===== src/rtl/ps2_host_tx.sv =====
`timescale 1ns/1ps
// ps2_host_tx
// Host-to-device transmitter for a PS/2 port. It sends one command byte
// using the request-to-send handshake: it holds the clock low, puts the
// start bit on data, releases the clock, then shifts out data (LSB first),
// odd parity and stop on each device falling clock edge, and finally checks
// the device ACK.
//
// Handshake: tx_valid/tx_ready. A byte is accepted in the cycle where both
// are 1. tx_ready is 1 only while idle; tx_valid while busy is ignored and
// not queued. Completion is reported by a one-cycle tx_done pulse; any
// failure (missing ACK or timeout) by a one-cycle tx_err pulse. The two
// pulses never coincide.
//
// Ports:
//   clk, rst      system clock and synchronous active-high reset
//   tx_data       command byte to send
//   tx_valid      request to send tx_data
//   tx_ready      idle, a byte can be accepted
//   tx_done       one-cycle pulse: byte ACKed and bus idle again
//   tx_err        one-cycle pulse: missing ACK or timeout
//   ps2_clk_in    raw PS2Clk line level
//   ps2_data_in   raw PS2Data line level
//   ps2_clk_oe    1 pulls PS2Clk low, 0 releases it
//   ps2_data_oe   1 pulls PS2Data low, 0 releases it
module ps2_host_tx #(
    parameter int INHIBIT_CYCLES       = 10000,
    parameter int START_TIMEOUT_CYCLES = 1500000,
    parameter int XFER_TIMEOUT_CYCLES  = 200000
) (
    input  logic       clk,
    input  logic       rst,
    input  logic [7:0] tx_data,
    input  logic       tx_valid,
    output logic       tx_ready,
    output logic       tx_done,
    output logic       tx_err,
    input  logic       ps2_clk_in,
    input  logic       ps2_data_in,
    output logic       ps2_clk_oe,
    output logic       ps2_data_oe
);

    // One shared state-time counter, wide enough for the largest interval.
    localparam int MAX_AB  = (INHIBIT_CYCLES > START_TIMEOUT_CYCLES) ?
                             INHIBIT_CYCLES : START_TIMEOUT_CYCLES;
    localparam int MAX_CYC = (MAX_AB > XFER_TIMEOUT_CYCLES) ? MAX_AB : XFER_TIMEOUT_CYCLES;
    localparam int CNT_W   = $clog2(MAX_CYC + 1);

    localparam logic [CNT_W-1:0] INHIBIT_LAST = CNT_W'(INHIBIT_CYCLES - 1);
    localparam logic [CNT_W-1:0] START_LAST   = CNT_W'(START_TIMEOUT_CYCLES - 1);
    localparam logic [CNT_W-1:0] XFER_LAST    = CNT_W'(XFER_TIMEOUT_CYCLES - 1);

    typedef enum logic [2:0] {
        ST_IDLE       = 3'd0,
        ST_INHIBIT    = 3'd1,
        ST_REQ        = 3'd2,
        ST_WAIT_START = 3'd3,
        ST_SHIFT      = 3'd4,
        ST_WAIT_IDLE  = 3'd5
    } state_t;

    state_t           state_q;
    state_t           state_d;
    logic [CNT_W-1:0] cnt_q;
    logic [3:0]       edge_cnt_q;
    logic [7:0]       tx_byte_q;
    logic             parity_q;
    logic             done_q;
    logic             err_q;
    logic             done_d;
    logic             err_d;

    // clk_sync[1] is the synchronized clock, clk_sync[2] its previous value.
    logic [2:0] clk_sync;
    logic [1:0] data_sync;
    logic       clk_s;
    logic       data_s;
    logic       clk_fall;

    always_ff @(posedge clk) begin
        if (rst) begin
            clk_sync  <= 3'b111;
            data_sync <= 2'b11;
        end else begin
            clk_sync  <= {clk_sync[1:0], ps2_clk_in};
            data_sync <= {data_sync[0], ps2_data_in};
        end
    end

    assign clk_s    = clk_sync[1];
    assign data_s   = data_sync[1];
    assign clk_fall = clk_sync[2] & ~clk_sync[1];

    // State register
    always_ff @(posedge clk) begin
        if (rst) state_q <= ST_IDLE;
        else     state_q <= state_d;
    end

    // Next-state logic; error and done are decided here so the pulse shows
    // up in the first IDLE cycle, together with the released lines.
    always_comb begin
        state_d = state_q;
        done_d  = 1'b0;
        err_d   = 1'b0;
        case (state_q)
            ST_IDLE: begin
                if (tx_valid) state_d = ST_INHIBIT;
            end
            ST_INHIBIT: begin
                if (cnt_q == INHIBIT_LAST) state_d = ST_REQ;
            end
            ST_REQ: begin
                state_d = ST_WAIT_START;
            end
            ST_WAIT_START: begin
                if (clk_fall) begin
                    state_d = ST_SHIFT;
                end else if (cnt_q == START_LAST) begin
                    state_d = ST_IDLE;
                    err_d   = 1'b1;
                end
            end
            ST_SHIFT: begin
                // edge_cnt_q == 10 means this fall is edge 11: the ACK slot.
                // A completing edge wins over a simultaneous timeout.
                if (clk_fall && edge_cnt_q == 4'd10) begin
                    if (!data_s) begin
                        state_d = ST_WAIT_IDLE;
                    end else begin
                        state_d = ST_IDLE;
                        err_d   = 1'b1;
                    end
                end else if (cnt_q == XFER_LAST) begin
                    state_d = ST_IDLE;
                    err_d   = 1'b1;
                end
            end
            ST_WAIT_IDLE: begin
                if (clk_s && data_s) begin
                    state_d = ST_IDLE;
                    done_d  = 1'b1;
                end else if (cnt_q == XFER_LAST) begin
                    state_d = ST_IDLE;
                    err_d   = 1'b1;
                end
            end
            default: begin
                state_d = ST_IDLE;
            end
        endcase
    end

    // Datapath: state-time counter, edge counter, latched byte and pulses.
    always_ff @(posedge clk) begin
        if (rst) begin
            cnt_q      <= '0;
            edge_cnt_q <= 4'd0;
            tx_byte_q  <= 8'd0;
            parity_q   <= 1'b0;
            done_q     <= 1'b0;
            err_q      <= 1'b0;
        end else begin
            done_q <= done_d;
            err_q  <= err_d;
            // Cleared on every state entry and held at zero while idle.
            if (state_d != state_q || state_q == ST_IDLE) cnt_q <= '0;
            else                                           cnt_q <= cnt_q + 1'b1;
            if (state_q == ST_IDLE && tx_valid) begin
                tx_byte_q <= tx_data;
                parity_q  <= ~^tx_data;
            end
            if (state_q == ST_WAIT_START && clk_fall)  edge_cnt_q <= 4'd1;
            else if (state_q == ST_SHIFT && clk_fall)  edge_cnt_q <= edge_cnt_q + 4'd1;
        end
    end

    // Output logic. In SHIFT the line carries the bit chosen by the last
    // falling edge: edges 1..8 data, 9 parity, 10 stop (released).
    always_comb begin
        tx_ready    = 1'b0;
        ps2_clk_oe  = 1'b0;
        ps2_data_oe = 1'b0;
        case (state_q)
            ST_IDLE:       tx_ready = 1'b1;
            ST_INHIBIT:    ps2_clk_oe = 1'b1;
            ST_REQ: begin
                ps2_clk_oe  = 1'b1;
                ps2_data_oe = 1'b1;
            end
            ST_WAIT_START: ps2_data_oe = 1'b1;
            ST_SHIFT: begin
                if (edge_cnt_q >= 4'd1 && edge_cnt_q <= 4'd8)
                    ps2_data_oe = ~tx_byte_q[3'(edge_cnt_q - 4'd1)];
                else if (edge_cnt_q == 4'd9)
                    ps2_data_oe = ~parity_q;
                else
                    ps2_data_oe = 1'b0;
            end
            default: begin
                tx_ready    = 1'b0;
                ps2_clk_oe  = 1'b0;
                ps2_data_oe = 1'b0;
            end
        endcase
    end

    assign tx_done = done_q;
    assign tx_err  = err_q;

endmodule


===== config.mk =====
export PLATFORM = sky130hd
export DESIGN_NAME = ps2_host_tx
export DESIGN_NICKNAME = d
export VERILOG_FILES = /design/src/rtl/ps2_host_tx.sv
export SDC_FILE = /design/constraint.sdc
export NUM_CORES = 1
export LEC_CHECK = 0
export CAP_MARGIN = 10
export CORE_ASPECT_RATIO = 2
export CORE_MARGIN = 4
export CORE_UTILIZATION = 35
export DETAILED_ROUTE_END_ITERATION = 7
export PLACE_DENSITY_LB_ADDON = 0.1
export SLEW_MARGIN = 0
export SYNTH_ARGS = -nofsm -noshare
export SYNTH_HDL_FRONTEND = slang
export SYNTH_SLANG_ARGS = --single-unit

===== constraint.sdc =====
create_clock -name clk -period 5.2 [get_ports clk]
set_input_delay 1.3 -clock clk [delete_from_list [all_inputs] [get_ports clk]]
set_output_delay 1.3 -clock clk [all_outputs]
set_load 0.02 [all_outputs]

==> impl_results.md <==
- Simple-gate area share of the yosys netlist: 26.0%
- CTS sink cnt: 44
- WHS Path Cells: 1
- WL met1: 2020 um
- Final Util: 42.5%
- Setup TNS: 0 ns
- Worst Hold Class: flop to flop
- Total gr overflow: 0
- Die Ht: 123 um
- GP Congestion: 0.755
- First-pass GRT wire length: 9560 um
- Placeable Area: 0.00636 mm2
- WS Path Type: flop to primary output
- Top post-synthesis cells by area: dfxtp_1, xnor2_1, a21oi_1
- CTS Root Cell: clkbuf_16
- Yosys top cell by area: dfxtp_1
- Die ar.: 0.00802 mm2
- Initial Utilization: 36.2%
- CP startpoint: edge_cnt_q[0]$_SDFFE_PP0P_
- Total placed cells including tap cells: 363
- Yosys warns: 0
- Multi-input logic area: 0.00134 mm2
- DR WL met2: 3470 um
- WHS: 0.418 ns
- Arr. time, crit path: 3.01 ns
- Antenna Violating Nets Remaining: 0
- Final nets: 302
- Crit Path Max Fanout: 6
- Worst relative slew slack: 29.8%
- Worst-skew pair later-pin latency: 0.29 ns
- Mux cell area share after synthesis: 2.44%
- Clock transition at the registers of the reported paths: 0.07 ns
- Fillers: 697
- Max-capacitance violation count: 0
- Max IR drop VDD: 0.000214 V
- Detailed placement HPWL: 4400 um
- Worst setup SP type: flop
- Pwr per Cell Area: 286 mW/mm2
- Final Hold Fails: 0
- Vias in the first global route: 1964
- Routed wire per std cell: 15.7 um
- Setup WS post-layout: 0.890 ns
- Post-CTS Setup Inserts: 0
- Post-Synth XOR/XNOR Area: 11.0%
- Non-Filler Instances: 371
- Routed wire length on met3: 173 um
- Cell count of the worst reg-to-reg path: 6
- Hold Crit Start: data_sync[0]$_SDFF_PP1_
- Share of cells above drive strength 1: 9.47%
- Clock Skews: 0.00479 ns
- Post_cts resized: 0
- Status: finished clean
- Main combinational cell family by area after synthesis: simple AND/OR/NAND/NOR gates
- Period Utilization, post-route: 82.9%
- All-Layer GR Usage: 15.9%
- Cells after Synth: 268
- Count of flip-flops with a built-in enable after synthesis: 0
- Crit path capture type: primary output
- Yosys top cell area share: 38.2%
- RSZ-0062 raised after global routing: false
- Pre-CTS setup slack: 1.17 ns
- Register area: 881 um2
- DRC Markers: 0
- Final WL: 5810 um
- Pleak: 0.818 nW
- Minimum clock period: 4.31 ns
- Peak Freq: 0.232 GHz
- CTS tree: done
- Asr flop ratio synth: 0%
- TritonRoute pass-1 iters: 4
- Largest net degree at the start of global routing: 23
- Avg Cell Area, Syn: 8.59 um2
- Die width: 65.4 um
- Vias per cell: 5.23
- Num rows: 41
- Post-Synth Adder-Cell Area: 2.72%
- IO Count: 18
- DR top layer: met4
- Synthesized Nets: 286
- Max Slew Vio Count: 0
- #FFs+latches synth: 44
- Input/output buffers: 17
- Ant diodes: 0
- Sequential element share of the synthesized area: 38.2%
- CTS buffer count: 5
- Hold-fix buffers, CTS: 0
- # H-tree levels: 2
- WP data required: 3.90 ns
- Via count: 1940
- Worst-Margin Slew: 1.05 ns
- Drt initial violations: 71
- Initial antenna violation count: 0
- Setup-failing EPs final: 0
- Post-synthesis cell area: 0.00230 mm2
- Synth Flop Type: dfxtp_1
- Synth cell types: 49
- CTS max path bufs: 2
- Area growth syn-to-layout: 17.5%
- Reg2reg start: cnt_q[0]$_SDFF_PP0_
- Synth Area in Compound Gates: 15.8%
per-stage QoR:
| stage | area (um2) | total power, mW |
|---|---|---|
| after floorplan | 2300 | 0.391 |
| after global placement | 2530 | 0.415 |
| after detailed placement | 2530 | 0.414 |
| after CTS | 2710 | 0.787 |
| after global routing | 2710 | 0.807 |
| final | 2710 | 0.775 |
Yosys cell counts (all sizes together), types with 3 or more instances:
library cell  number
a21oi             37
a31oi              3
buf                6
clkbuf             3
dfxtp             44
ha                 5
inv                9
nand2             30
nand2b             4
nand3             14
nand4              5
nor2              13
nor2b              4
nor3              10
nor3b              3
nor4               4
o21ai              8
or2                6
xnor2             25
xor2               4
registers in the layout (all words and copies together) (netlist names):
name / count
cnt_q: 21
tx_byte_q: 8
edge_cnt_q: 4
clk_sync: 3
state_q: 3
data_sync: 2
parity_q: 1
tx_done: 1
tx_err: 1
cells by family (layout without fill, tap and decap cells):
group           after synthesis  count (layout)
flops                        44              44
compound gates               61              61
buf+inv                      18              35
simple gates                108             108
mux                           3               3
fa+ha+maj                     5               5
xor+xnor                     29              29
worst paths after layout:
check	end	slack, ns
worst max-delay path	ps2_data_oe	0.89
worst min-delay path	data_sync[1]$_SDFF_PP1_	0.42
worst max register to register	cnt_q[1]$_SDFF_PP0_	2.41
worst min register to register	data_sync[1]$_SDFF_PP1_	0.42
routing by layer:
metal	vias to the layer above	track usage (%)
li1	978	-
met1	917	14.5
met2	36	31.8
met3	9	2.93
met4	0	7.92
met5	-	0
critical path, cell delays in order (launching register included):
cell             delay [ns]
dfxtp_1                0.46
inv_1                  0.13
ha_1                   0.36
mux4_2                 0.51
mux2_2                 0.27
o21ai_0                0.14
o31ai_1                0.09
o21ai_0                0.14
clkdlybuf4s50_1        0.62
placed cells by master, fill, tap and decap left out, drive strengths merged, types with 2 or more instances in the layout:
cell type / instances
a21boi: 2
a21oi: 37
a31oi: 3
and2: 2
and3: 2
and4: 2
clkbuf: 5
clkdlybuf4s50: 17
dfxtp: 44
ha: 5
inv: 10
mux4: 2
nand2: 30
nand2b: 4
nand3: 14
nand3b: 2
nand4: 5
nand4bb: 2
nor2: 13
nor2b: 4
nor3: 10
nor3b: 3
nor4: 4
nor4b: 2
o21ai: 8
o31ai: 2
or2: 6
or3: 2
xnor2: 25
xor2: 4
area by class of cell:
class / count / area share (%)
sequential: 44 / 32.5
clock inverter: 3 / 1.71
inverter: 9 / 1.25
clock buffer: 5 / 4.62
tap: 86 / 3.98
timing repair buffer: 18 / 6.56
multi-input combinational: 206 / 49.3
where the power goes:
| group | leakage [nW] | internal, mW | total (mW) | switching [mW] |
|---|---|---|---|---|
| sequential | 0.357 | 0.345 | 0.353 | 0.00809 |
| clock | 0.0804 | 0.228 | 0.368 | 0.140 |
| combinational | 0.381 | 0.0268 | 0.0532 | 0.0264 |
| total | 0.818 | 0.600 | 0.775 | 0.175 |
Note: power is estimated with default switching activity, not from simulation.
